[config.mk]
export PLATFORM = sky130hd
export DESIGN_NAME = nibble_seq_logic_8_flat
export DESIGN_NICKNAME = d
export VERILOG_FILES = /design/src/rtl/nibble_seq_logic_8_pkg.sv /design/src/rtl/nibble_seq_logic_8_if.sv /design/src/rtl/nibble_seq_logic_8_logic_4.sv /design/src/rtl/nibble_seq_logic_8.sv /design/src/flat_wrapper.sv
export SDC_FILE = /design/constraint.sdc
export NUM_CORES = 1
export LEC_CHECK = 0
export ABC_AREA = 1
export CAP_MARGIN = 30
export CORE_MARGIN = 2
export CORE_UTILIZATION = 56
export CTS_BUF_LIST = sky130_fd_sc_hd__clkbuf_4
export CTS_CLUSTER_SIZE = 10
export DETAILED_ROUTE_END_ITERATION = 16
export PLACE_DENSITY = 0.86
export SLEW_MARGIN = 15
export SYNTH_ARGS = -nofsm -noshare
export SYNTH_HDL_FRONTEND = slang
export SYNTH_SLANG_ARGS = --single-unit
[constraint.sdc]
create_clock -name clk -period 4.2 [get_ports clk]
set_input_delay 0.63 -clock clk [delete_from_list [all_inputs] [get_ports clk]]
set_output_delay 0.63 -clock clk [all_outputs]
set_load 0.02 [all_outputs]
[src/rtl/nibble_seq_logic_8_pkg.sv]
// Shared definitions for the time-multiplexed 8-bit logic unit:
// slice width, operation codes and FSM state encoding.
package nibble_seq_logic_8_pkg;

  localparam int W_NIB  = 4;
  localparam int W_WORD = 2 * W_NIB;

  typedef enum logic [1:0] {
    OP_AND  = 2'd0,
    OP_OR   = 2'd1,
    OP_XOR  = 2'd2,
    OP_NAND = 2'd3
  } op_e;

  typedef enum logic [1:0] {
    IDLE = 2'd0,
    LO   = 2'd1,
    HI   = 2'd2,
    DONE = 2'd3
  } state_e;

endpackage

[src/rtl/nibble_seq_logic_8_if.sv]
// Operand/result handshake bundle: upstream/downstream side is the master,
// the logic unit is the slave.
interface nibble_seq_logic_8_if;
  import nibble_seq_logic_8_pkg::*;

  logic [W_WORD-1:0] a;
  logic [W_WORD-1:0] b;
  logic [1:0]        op;
  logic              in_valid;
  logic              in_ready;
  logic [W_WORD-1:0] out;
  logic              zero;
  logic              out_valid;
  logic              out_ready;

  modport master (
    output a, b, op, in_valid, out_ready,
    input  in_ready, out, zero, out_valid
  );

  modport slave (
    input  a, b, op, in_valid, out_ready,
    output in_ready, out, zero, out_valid
  );

endinterface

[src/rtl/nibble_seq_logic_8_logic_4.sv]
// Combinational 4-bit slice applying the selected bitwise operation.
module logic_4
  import nibble_seq_logic_8_pkg::*;
(
  input  logic [W_NIB-1:0] i_a,
  input  logic [W_NIB-1:0] i_b,
  input  op_e              i_op,
  output logic [W_NIB-1:0] o_out
);

  always_comb begin
    o_out = '0;
    case (i_op)
      OP_AND:  o_out = i_a & i_b;
      OP_OR:   o_out = i_a | i_b;
      OP_XOR:  o_out = i_a ^ i_b;
      OP_NAND: o_out = ~(i_a & i_b);
      default: o_out = '0;
    endcase
  end

endmodule

[src/rtl/nibble_seq_logic_8.sv]
// 8-bit bitwise logic unit built from one 4-bit slice used twice:
// low nibble in LO, high nibble in HI, result held in DONE until consumed.
module nibble_seq_logic_8
  import nibble_seq_logic_8_pkg::*;
(
  input  logic                 clk,
  input  logic                 rst,
  nibble_seq_logic_8_if.slave  bus
);

  state_e            r_state;
  logic [W_WORD-1:0] r_a;
  logic [W_WORD-1:0] r_b;
  op_e               r_op;
  logic [W_WORD-1:0] r_out;
  logic              r_zero;
  logic              r_out_valid;

  logic [W_NIB-1:0]  w_a_nib;
  logic [W_NIB-1:0]  w_b_nib;
  logic [W_NIB-1:0]  w_slice;

  // Only HI needs the upper nibble; every other state presents the lower one.
  assign w_a_nib = (r_state == HI) ? r_a[W_WORD-1:W_NIB] : r_a[W_NIB-1:0];
  assign w_b_nib = (r_state == HI) ? r_b[W_WORD-1:W_NIB] : r_b[W_NIB-1:0];

  logic_4 u_slice (
    .i_a   (w_a_nib),
    .i_b   (w_b_nib),
    .i_op  (r_op),
    .o_out (w_slice)
  );

  always_ff @(posedge clk) begin
    if (rst) begin
      r_state     <= IDLE;
      r_a         <= '0;
      r_b         <= '0;
      r_op        <= OP_AND;
      r_out       <= '0;
      r_zero      <= 1'b0;
      r_out_valid <= 1'b0;
    end else begin
      case (r_state)
        IDLE: begin
          if (bus.in_valid) begin
            r_a     <= bus.a;
            r_b     <= bus.b;
            r_op    <= op_e'(bus.op);
            r_state <= LO;
          end
        end
        LO: begin
          r_out[W_NIB-1:0] <= w_slice;
          r_state          <= HI;
        end
        HI: begin
          r_out[W_WORD-1:W_NIB] <= w_slice;
          r_zero                <= ({w_slice, r_out[W_NIB-1:0]} == '0);
          r_out_valid           <= 1'b1;
          r_state               <= DONE;
        end
        DONE: begin
          if (bus.out_ready) begin
            r_out_valid <= 1'b0;
            r_state     <= IDLE;
          end
        end
        default: r_state <= IDLE;
      endcase
    end
  end

  assign bus.in_ready  = (r_state == IDLE);
  assign bus.out       = r_out;
  assign bus.zero      = r_zero;
  assign bus.out_valid = r_out_valid;

endmodule

[src/flat_wrapper.sv]
// flat-port wrapper written by rule: the top's interface ports become plain ports
module nibble_seq_logic_8_flat import nibble_seq_logic_8_pkg::*;
  (clk, rst, bus_a, bus_b, bus_op, bus_in_valid, bus_out_ready, bus_in_ready, bus_out, bus_zero, bus_out_valid);
  nibble_seq_logic_8_if bus_i ();
  input  logic clk;
  input  logic rst;
  input wire logic [$bits(bus_i.a)-1:0] bus_a;
  input wire logic [$bits(bus_i.b)-1:0] bus_b;
  input wire logic [$bits(bus_i.op)-1:0] bus_op;
  input wire logic [$bits(bus_i.in_valid)-1:0] bus_in_valid;
  input wire logic [$bits(bus_i.out_ready)-1:0] bus_out_ready;
  output wire logic [$bits(bus_i.in_ready)-1:0] bus_in_ready;
  output wire logic [$bits(bus_i.out)-1:0] bus_out;
  output wire logic [$bits(bus_i.zero)-1:0] bus_zero;
  output wire logic [$bits(bus_i.out_valid)-1:0] bus_out_valid;
  assign bus_i.a = bus_a;
  assign bus_i.b = bus_b;
  assign bus_i.op = bus_op;
  assign bus_i.in_valid = bus_in_valid;
  assign bus_i.out_ready = bus_out_ready;
  assign bus_in_ready = bus_i.in_ready;
  assign bus_out = bus_i.out;
  assign bus_zero = bus_i.zero;
  assign bus_out_valid = bus_i.out_valid;
  nibble_seq_logic_8 u_core (.clk(clk), .rst(rst), .bus(bus_i));
endmodule
# Word level (Yosys, flattened, before mapping)
# Cells that the tools add are included.
totals:
  register_bits: 30
  out_inout_bits: 11
classes:
  n_reduce_logical: 7
  bitwise: 4
  mux: 8
  eq_ne: 8
ops:
  columns: ["operator", "count"]
  rows:
  - ["case mux 4 bit (4 select lines)", 1]
  - ["equality test 2 bit (second input constant)", 4]
  - ["zero test 8 bit", 1]
  - ["2-to-1 mux 4 bit", 2]
  - ["case mux 2 bit (4 select lines)", 1]
  - ["AND reduction 2 bit", 3]
  - ["AND 4 bit", 1]
  - ["equality test 2 x 1 -> 1 bit (second input constant)", 2]
  - ["zero test 2 bit", 2]
  - ["2-to-1 mux 2 bit", 2]
  - ["!= test 2 bit (second input constant)", 2]
  - ["NOT 4 bit", 1]
  - ["OR 4 bit", 1]
  - ["bitwise XOR 4 bit", 1]
  - ["case mux 1 bit (2 select lines)", 1]
  - ["nonzero test 2 bit", 1]
  - ["2-to-1 mux 1 bit", 1]

# Longest topological paths before layout
# Gate-level depths: netlist (run 1).
logic_depth:
  word_depth: 6
  mapped_depth: 14
  mapped_depth_nobuf: 13

# Modules after synthesis
# A second synthesis (run 1) with hierarchy kept.
hier_totals:
  cells_unflattened: 215
  hier_area_um2: 1575.3
by_module_without_submodules:
  columns: ["module", "seq_area_each_um2", "n_inst", "cells_per_inst", "area_per_inst_um2"]
  rows:
  - ["nibble_seq_logic_8", 600.6, 1, 170, 1270.0]
  - ["logic_4", 0.0, 1, 45, 305.3]

# Worst setup path before layout (run 1)
# No wires, ideal clock.
synth_timing:
  path_kind: "reg2reg"
  start: "register u_core.r_state[0]"
  end: "register u_core.r_zero (netlist: u_core.bus.zero)"
  n_path_buf: 1
  t_required_ns: 4.133
  setup_time_ns: 0.067
  path_slack_ns: 2.293
  stages_incl_launch_ff: 13
  period_less_slack_ns: 1.907
  arrival_ns: 1.839
  path_cell_list: "dfxtp_1 inv_1 ha_1 buf_4 inv_2 or2_2 o21ai_0 ha_1 nand3_1 nand4_2 nor2_2 nand3_1 a21oi_2"
synth_via:
  elab_chain_len: 6
synth_lines:
  columns: ["item", "line", "rtl"]
  rows:
  - ["start: declaration", "nibble_seq_logic_8.sv:11", "state_e r_state;"]
  - ["start signal: assignment", "nibble_seq_logic_8.sv:36", "r_state <= IDLE;"]
  - ["start signal: assignment", "nibble_seq_logic_8.sv:50", "r_state <= LO;"]
  - ["start signal: assignment", "nibble_seq_logic_8.sv:55", "r_state <= HI;"]
  - ["equality test 2 bit (*)", "nibble_seq_logic_8.sv:24, nibble_seq_logic_8.sv:25, nibble_seq_logic_8.sv:44", null]
  - ["2-to-1 mux 4 bit (on tied branches)", "nibble_seq_logic_8.sv:24, nibble_seq_logic_8.sv:25", null]
  - ["AND 4 bit", "nibble_seq_logic_8_logic_4.sv:14, nibble_seq_logic_8_logic_4.sv:17", null]
  - ["NOT 4 bit", "nibble_seq_logic_8_logic_4.sv:17", "OP_NAND: o_out = ~(i_a & i_b);"]
  - ["case mux 4 bit (4 select lines)", "nibble_seq_logic_8_logic_4.sv:13", "case (i_op)"]
  - ["zero test 8 bit", "nibble_seq_logic_8.sv:59", "r_zero <= ({w_slice, r_out[W_NIB-1:0]} == '0);"]
  - ["end signal: assignment", "nibble_seq_logic_8.sv:59", null]
  - ["end: declaration", "nibble_seq_logic_8.sv:16", "logic r_zero;"]
# Every way passes the cells marked *; elsewhere a longest branch is shown, timed or not.
# A chain may end at the register's enable or synchronous reset.

# Worst setup path after layout (run 1)
# Ends and elaborated chain as after synthesis.

==> results of run 1 <==
power breakdown:
group	internal (mW)	switching (mW)	total (mW)
registers	0.360	0.0543	0.414
logic	0.243	0.328	0.571
clock network	0.0594	0.0940	0.153
worst max path at each step:
stage | start | endpoint | slack [ns] | depth (start not counted)
2_1_floorplan | u_core.r_state[0] | u_core.bus.zero | 2.29 | 12
3_3_place_gp | u_core.r_state[0] | u_core.bus.zero | 1.78 | 11
3_5_place_dp | u_core.r_state[0] | u_core.bus.zero | 1.71 | 11
4_1_cts | u_core.r_state[0] | u_core.bus.zero | 1.70 | 11
5_1_grt | u_core.r_state[0] | u_core.bus.zero | 1.47 | 12
6_report | u_core.r_state[0] | u_core.bus.zero | 1.69 | 11
state kept, by name, indices dropped and copies added, names as in the netlist:
signal,cells
u_core.bus.zero,1
u_core.bus.out_valid,1
u_core.r_a,8
u_core.r_state,2
u_core.bus.out,8
u_core.r_op,2
u_core.r_b,8
tightest hold or removal path, delay by kind of cell, from the launching register on:
kind	cells	cell delay [ns]
and+or+nand+nor	1	0.06
DFF	1	0.32
AOI/OAI and AO/OA	1	0.05
placed cells by master (no fill, tap or decap):
cell type and instances:
inv_2 2, clkbuf_4 5, a211oi_1 12, nand3b_1 4
nand3_1 9, clkinv_1 3, ha_1 12, nor2_1 15
clkdlybuf4s50_1 32, nand2_1 41, nor2_4 1, nand4_1 1
nor2_2 1, inv_1 26, inv_6 1, a21oi_2 1
o22ai_1 1, or2_2 4, a21oi_1 15, a22oi_1 1
buf_8 1, nor3_1 2, dfxtp_1 30, nand4_2 4
o21ai_0 6, o21ai_1 2
stage by stage:
step	area, um2	std cells
after global routing	1910	263
final	1910	263
after CTS	1910	263
after detailed placement	1860	255
after global placement	1850	254
after floorplan	1550	201
metal layers:
layer | vias up | GRT usage [%] | wire length, um
met2 | 31 | 31.1 | 1290
met5 | - | 0 | 0
met3 | 7 | 6.22 | 133
met1 | 627 | 26.3 | 1470
met4 | 0 | 9.18 | 57
li1 | 720 | - | -
final cells by class:
type / instances / share of cell area, %
clock inverter: 3 / 0.590
inverter: 29 / 5.96
sequential: 30 / 31.5
timing repair buffer: 33 / 17.6
clock buffer: 5 / 1.97
multi-input combinational: 132 / 40.4
tap: 31 / 2.03
cell families after synthesis:
logic type,count (synthesis),synth area share [%]
DFF,30,38.8
AOI/OAI and AO/OA,38,14.7
and+or+nand+nor,82,25.5
buffers and inverters,39,11.3
adders and majority gates,12,9.70
==> flow_summary_export.csv, run 1 <==
group,metric,value,unit
route,ant_nets,0,
cts,path_clk_slew,0.09,ns
cts,h-tree-depth,2,
floorplan,die_h,56.6,um
worst_setup_path,crit_chain,"inv_1 > ha_1 > inv_2 > or2_2 > o21ai_0 > ha_1 > nand3_1 > nand4_2 > nor2_1 > nand3_1 > a21oi_2",
route,wl,2950,um
sta,maxSlewViolCount,0,
floorplan,row_count,19,
cts,cts-root-buf,"clkbuf_4",
worst_setup_path,crit_buf_inv,2,
yosys,ys_ff_latch,30,
cts,cts_buffer_depth,2,
route,dr.pass1.iters,4,
worst_hold_path,hp-class,"flip-flop to flip-flop",
cts,cts-resized-gates,0,
power,power,1.14,mW
route,vias,1385,
floorplan,dieArea,0.00320,mm2
worst_setup_path,cp-start-kind,"flip-flop",
yosys,synth_common_cells,"nand2_1 (41), dfxtp_1 (30), inv_1 (26)",
sta,hold_slack,0.468,ns
worst_setup_path,cp_data_required_time,4.46,ns
route,drc,0,
yosys,ys.flop_type,"dfxtp_1",
route,wl_per_cell,11.2,um
worst_setup_path,regToRegSetupSlack,1.69,ns
floorplan,core-area,0.00269,mm2
placed_design,port_buffers,32,
sta,fin_crit,2.51,ns
sta,setup_ws,1.69,ns
run,maxCapViolations,0,
cts,post_cts_buffers,0,
floorplan,fp.dieW,56.6,um
grt,grt_antenna_before_repair,0,
worst_setup_path,cp_max_fo,19,
cts,insertion_delay,0.33,ns
cts,cts_sinks,30,
placed_design,place_ws,1.71,ns
grt,grt_pass1_wl,5000,um
yosys,syn_nets,235,
power,p_per_area,596,mW/mm2
worst_setup_path,r2r_cells,11,
final_layout,syn_to_final_growth,23.4,%
worst_setup_path,max_stage_delay,0.52,ns
run_status,status,"complete, no violations",
final_layout,num_antenna_cells,0,
worst_setup_path,crit_family,"adder cells",
final_layout,fillCellCount,222,
cts,cts_tree,"yes",
worst_setup_path,slowest_stage,"ha_1",
yosys,synth_area_leaders,"dfxtp_1 (39%), nand2_1 (9.9%), ha_1 (9.7%), inv_1 (6.3%), a211oi_1 (5.8%)",
sta,setup_viol,0,
cts,ctsHoldBuffers,0,
grt,overflow,0,
grt,grt_pass1_vias,1152,
grt,grt_usage,20.3,%
floorplan,initial_core_util,57.6,%
final_layout,seq_area,601,um2
sta,fin_skew,0.00547,ns
worst_setup_path,reg2reg_from,"u_core.r_state[0]",
sta,report.final.hold_viol_count,0,
route,viasPerCell,5.27,
route,first_iter_violations,54,
worst_setup_path,worstSetupEndpointType,"flip-flop",
worst_hold_path,min-delay-start,"u_core.r_a[0]",
power,p_leak,0.749,nW
yosys,synth_edf_count,0,
final_layout,final_core_util,71.1,%
yosys,synthCells,201,
yosys,synth_area_per_cell,7.70,um2
yosys,synth.most_common_cell,"nand2_1",
sta,tns,0,ns
yosys,synth.distinct_cells,26,
yosys,ys_seq_area_share,38.8,%
yosys,synth-async-reset-ratio,0,%
power,ir_drop,0.415,mV
worst_setup_path,path_class,"flip-flop to flip-flop",
sta,tightest_slew,0.753,ns
yosys,synth_top_area_cell,"dfxtp_1",
worst_hold_path,min_delay_worst_endpoint,"u_core.r_a[0]",
worst_setup_path,rr_endpoint,"u_core.bus.zero",
sta,max_freq,399,MHz
yosys,syn-cell-area,0.00155,mm2
yosys,yosys.area.top_type_share,38.8,%
worst_hold_path,holdPathStages,2,
grt,grt_max_degree,26,
worst_setup_path,arrival,2.77,ns
placed_design,dpl.hpwl,2250,um
cts,cts_buffers,5,
final_layout,drive_gt1_share,8.62,%
sta,post-route-period-util,59.7,%
floorplan,io_pins,33,
placed_design,gp_congestion,0.863,
sta,rsz0062_at_grt,"no",
final_layout,multi_input_area,772,um2
final_layout,nets,265,
sta,slew_headroom,49.7,%
yosys,yosys_warnings,0,
Note: power is estimated with default switching activity, not from simulation.
==> run 2: changes to the inputs <==
Settings changed: CORE_UTILIZATION 56 to 47, PLACE_DENSITY 0.86 to 0.77.
Clock period 4.2 ns to 2.3 ns, I/O delays scaled along.
==> flow_summary_export.csv, run 2 (synthesized netlist as in run 1, its figures left out) <==
group,metric,value,unit
route,viasPerCell,4.87,
floorplan,core-area,0.00310,mm2
power,p_int,1.25,mW
grt,overflow,0,
floorplan,dieArea,0.00377,mm2
cts,cts_sinks,30,
sta,setup_viol,0,
placed_design,port_buffers,32,
worst_hold_path,holdPathStages,2,
run,maxCapViolations,0,
worst_hold_path,min_delay_worst_endpoint,"u_core.r_a[5]",
cts,cts_buffer_depth,2,
route,wl,2980,um
sta,tns,0,ns
floorplan,io_pins,33,
worst_hold_path,min-delay-start,"u_core.r_a[5]",
worst_setup_path,cp-start-kind,"flip-flop",
final_layout,syn_to_final_growth,26.4,%
power,switching_share,41.7,%
worst_setup_path,path_class,"flip-flop to flip-flop",
cts,cts-resized-gates,0,
sta,tightest_slew,0.500,ns
sta,slew_headroom,66.6,%
cts,cts-root-buf,"clkbuf_4",
worst_setup_path,cp_max_fo,13,
worst_setup_path,reg2reg_from,"u_core.r_state[0]",
grt,grt_pass1_wl,5020,um
worst_setup_path,regToRegSetupSlack,0.24,ns
grt,grt_antenna_before_repair,0,
final_layout,fin_cells,280,
placed_design,dpl.hpwl,2250,um
worst_setup_path,arrival,2.33,ns
sta,fin_crit,2.06,ns
run_status,status,"complete, no violations",
cts,path_clk_slew,0.09,ns
power,p_leak,0.766,nW
final_layout,layout_common_cells,"nand2_1 (41), clkdlybuf4s50_1 (32), dfxtp_1 (30), inv_1 (26)",
sta,fin_skew,0.00547,ns
final_layout,nets,269,
route,first_iter_violations,52,
power,ir_drop,0.512,mV
route,drc,0,
worst_hold_path,hp-class,"flip-flop to flip-flop",
floorplan,initial_core_util,49.9,%
sta,post-route-period-util,89.6,%
final_layout,fillCellCount,300,
sta,maxSlewViolCount,0,
power,p_per_area,1090,mW/mm2
floorplan,row_count,20,
sta,rsz0062_at_grt,"no",
route,vias,1364,
cts,cts_buffers,5,
grt,grt_max_degree,31,
cts,h-tree-depth,2,
final_layout,final_common_cell,"nand2_1",
worst_setup_path,cp_data_required_time,2.57,ns
power,p_sw,0.892,mW
worst_setup_path,worstSetupEndpointType,"flip-flop",
worst_setup_path,rr_endpoint,"u_core.bus.zero",
placed_design,gp_congestion,0.893,
sta,max_freq,485,MHz
floorplan,die_h,61.4,um
power,seqPwrFrac,35.4,%
worst_setup_path,r2r_cells,11,
route,ant_nets,0,
sta,report.final.hold_viol_count,0,
cts,post_cts_buffers,0,
final_layout,drive_gt1_share,11.4,%
route,dr.pass1.iters,4,
power,combPwrFrac,50.9,%
grt,grt_usage,18.5,%
cts,ctsHoldBuffers,0,
cts,insertion_delay,0.33,ns
final_layout,num_antenna_cells,0,
power,clkPwrFrac,13.7,%
grt,grt_pass1_vias,1138,
route,wl_per_cell,10.7,um
placed_design,dp_cells,272,
cts,cts_tree,"yes",
floorplan,fp.dieW,61.4,um
[run 2: cell count changes in the layout (fill, tap and decap cells not counted), moves of 2 or more]
cell,previous run,this run
buf_4,0,5
o21ai_0,6,3
o21ai_1,2,5
clkinv_1,3,1
[run 2: through the flow]
step	setup slack (ns)	utilization, %	power, mW	hold WS (ns)	instance area [um2]
3_5_place_dp	0.180	61.2	1.85	0.451	1900
6_report	0.238	63.0	2.14	0.462	1960
3_3_place_gp	0.221	61.2	1.84	0.448	1900
4_1_cts	0.155	62.9	2.15	0.466	1950
2_1_floorplan	0.393	-	1.53	0.434	1550
5_1_grt	0.00405	63.0	2.33	0.482	1960
[run 2: worst max path at each step]
| stage | depth (start not counted) | slack, ns | endpoint | from |
|---|---|---|---|---|
| 5_1_grt | 12 | 0.004 | u_core.bus.out[0] | u_core.r_state[0] |
| 3_5_place_dp | 11 | 0.18 | u_core.bus.zero | u_core.r_state[0] |
| 6_report | 11 | 0.24 | u_core.bus.zero | u_core.r_state[0] |
| 2_1_floorplan | 12 | 0.39 | u_core.bus.zero | u_core.r_state[0] |
| 3_3_place_gp | 11 | 0.22 | u_core.bus.zero | u_core.r_state[0] |
| 4_1_cts | 11 | 0.15 | u_core.bus.zero | u_core.r_state[0] |
[run 2: power by group through the flow]
stage	Clock, mW	Sequential, mW	Combinational (mW)
floorplan	0	0.790	0.741
global placement	0	0.766	1.07
detailed placement	0	0.766	1.08
CTS	0.303	0.758	1.09
global route	0.325	0.775	1.23
finish	0.292	0.759	1.09
[run 2: final cells by class]
class	count	area, um2	area share [%]
multi-input cells	132	774	39.6
flip-flops and latches	30	601	30.7
repair buffers	37	358	18.3
inverters	29	114	5.82
well taps	44	55.1	2.82
clock buffers	5	37.5	1.92
clock inverters	3	16.3	0.832
[run 2: metal layers]
metal / global-route usage (%) / routed length [um] / vias to the layer above
met1: 25.6 / 1540 / 605
met4: 8.21 / 57 / 0
met2: 26.1 / 1240 / 31
met5: 0 / 0 / -
li1: - / - / 722
met3: 6.30 / 149 / 6
[run 2: critical path, cell delays in order (launching register included)]
cell and delay (ns):
dfxtp_1 0.38, inv_1 0.09, ha_2 0.21, buf_4 0.18
o21ai_0 0.24, inv_1 0.08, ha_1 0.27, nand3_1 0.09
nand4_2 0.14, nor2_2 0.12, nand3_1 0.09, a21oi_2 0.11
==> RTL edit (flow settings as in run 2) <==
Re-encode `state_e` (4 states) as one-hot, 4 bits wide.
--- a/src/rtl/nibble_seq_logic_8_pkg.sv
+++ b/src/rtl/nibble_seq_logic_8_pkg.sv
@@ -13,9 +13,9 @@
   } op_e;
 
-  typedef enum logic [1:0] {
-    IDLE = 2'd0,
-    LO   = 2'd1,
-    HI   = 2'd2,
-    DONE = 2'd3
+  typedef enum logic [3:0] {
+    IDLE = 4'b0001,
+    LO   = 4'b0010,
+    HI   = 4'b0100,
+    DONE = 4'b1000
   } state_e;
 
Formal check against the unedited RTL: same outputs for any inputs over 10 cycles, from zero or initial values and one cycle with rst high; not proved beyond that.
==> RTL edit against run 2 <==
  * Worst setup slack got worse by 0.055 ns
  * Area after synthesis grew 3.6%
  * Wire length rose by 7.2%
  * Final area increased by 0.64%
  * Sequential cell count grew 2
  * Maximum frequency down 2.6%
  * Critical path depth down 7
  * Critical path type is now register to output port
Power is not compared: it rests on default switching activity, and its combinational part moved more than twofold at a synthesized area within 25%.
==> RTL edit: results (changes against run 2) <==
| Metric | Value |
|---|---|
| Final Hold Slack | 0.4667 ns (+0.005033 ns) |
| Reg-to-reg endpoint | u_core.bus.zero |
| Met1 Use GR | 22.26% (-3.3 points) |
| CTS H-tree lvls | 2 (unchanged) |
| Post-DR wirelength/cell | 11.25 um (+5.7%) |
| DRT Pass-1 Iters | 4 (unchanged) |
| Largest net degree at the start of global routing | 30 (-3.2%) |
| Port-buffer cells | 32 (unchanged) |
| Initial DRC count | 48 (-7.7%) |
| Root Driver | clkbuf_4 |
| First-pass GRT wire length | 5568 um (+11%) |
| # fillers | 356 (+19%) |
| GR Util met3 | 3.784% (-2.5 points) |
| Worst-margin pin slew | 0.4592 ns (-0.04104 ns) |
| CTS max path bufs | 2 (unchanged) |
| Vias in the first global route | 1303 (+14%) |
| Crit path launch | u_core.r_state[3] |
| Nets | 270 (+0.37%) |
| Area after DPL | 1923 sq um (+1.3%) |
| Peak VDD IR | 360.6 uV |
| Synth cell types | 23 (-12%) |
| Synth top area cells | dfxtp_1, inv_1, a21oi_1 |
| Clock-pin slew on the worst setup and hold paths | about 0.08 ns |
| Reg2Reg Depth | 10 (-1) |
| Post-synth top cells | dfxtp_1, inv_1, nand2_1 |
| Worst Skew | 0.006951 ns (+0.001479 ns) |
| Layout cells sized above 1 | 10.08% (-1.4 points) |
| Initial antenna violation count | 0 (unchanged) |
| Diode count | 0 (unchanged) |
| PwrDens | ~580 nW/um^2 |
| CP endpoint | bus_in_ready |
| Number of CTS-inserted buffers | 5 (unchanged) |
| Clock Latency Late Sink | 0.32 ns |
| Async set-reset flop share out of synthesis | 0% (unchanged) |
| GR Util All Layers | 17.49% (-0.99 points) |
| Worst R2R Setup Slack | 0.31 ns (+0.07 ns) |
| Reg2reg start | u_core.r_state[1] |
| Met2 GRT Util | 28.63% (+2.5 points) |
| Post-Syn Nets | 240 (+2.1%) |
| Type of the most critical hold path | register to register |
| DRC | 0 (unchanged) |
| Placer Congestion | 0.7731 (-13%) |
| Leakage power | 0.8135 nW |
| Vias | 1415 (+3.7%) |
| Hpwl dp | 2439 um (+8.3%) |
| Yosys warnings | 0 (unchanged) |
| Register area share after synthesis | 39.94% (+1.1 points) |
| CP Max Fanout | 12 (-1) |
| Status | finished clean |
==> RTL edit: cell types whose count changed in the layout (fill, tap and decap cells not counted), sizes merged, moves of 5 or more <==
cell	delta
nand2	-17
o21ai	+15
nand3	+13
a211oi	-8
a21oi	+5
==> RTL edit: metrics by stage <==
step	setup slack, ns	power [mW]	std cells
after global routing	0.1085	1.204	284
after detailed placement	0.1704	0.8866	279
after global placement	0.2320	0.8791	279
final	0.1836	1.139	284
after floorplan	0.5054	0.8146	210
after CTS	0.1509	1.147	284
==> RTL edit: logic make-up (layout without fill, tap and decap cells) <==
group                      after synthesis  after routing  synth area share, %
AOI/OAI and AO/OA                       48             48                17.47
adders and majority gates                8              8                6.240
buffers and inverters                   45             73                12.79
DFF                                     32             32                39.94
and+or+nand+nor                         77             77                23.56
==> RTL edit: critical path, cell delays in order (launching register included) <==
cell and delay (ns):
dfxtp_1 0.34, inv_2 0.11, nand3_2 0.10, nor2_4 0.25, clkdlybuf4s50_1 0.66
==> RTL edit: worst min path at each step <==
stage	from	to	cells past startpoint
after floorplan	u_core.r_a[0]	u_core.r_a[0]	2
after detailed placement	u_core.r_a[0]	u_core.r_a[0]	2
after CTS	u_core.r_a[0]	u_core.r_a[0]	2
after global placement	u_core.r_a[0]	u_core.r_a[0]	2
final	u_core.r_a[0]	u_core.r_a[0]	2
after global routing	u_core.r_b[1]	u_core.r_b[1]	2
==> RTL edit: per-layer routing <==
metal  part of all wire, %  routed length (um)
met5                     0                   0
met4                   1.4                  46
met3                   2.9                  94
met2                    50                1599
met1                    45                1454
==> RTL edit: where the power goes <==
group          leakage [nW]  switching [mW]  internal [mW]
Sequential            0.262          0.0282          0.593
Clock                0.0230           0.164          0.102
Combinational         0.529           0.141          0.112
==> RTL edit: area by class of cell <==
cell class | count | share of cell area, %
clock buffers | 5 | 1.907
inverters | 33 | 6.294
multi-input cells | 133 | 38.91
flip-flops and latches | 32 | 32.55
well taps | 46 | 2.924
repair buffers | 35 | 17.42
==> RTL edit: what timing repair did <==
item	in CTS	in global routing
endpoints found under the setup margin	0	1
gates resized for setup	0	1
hold endpoints to repair	0	0
buffers inserted	0	0
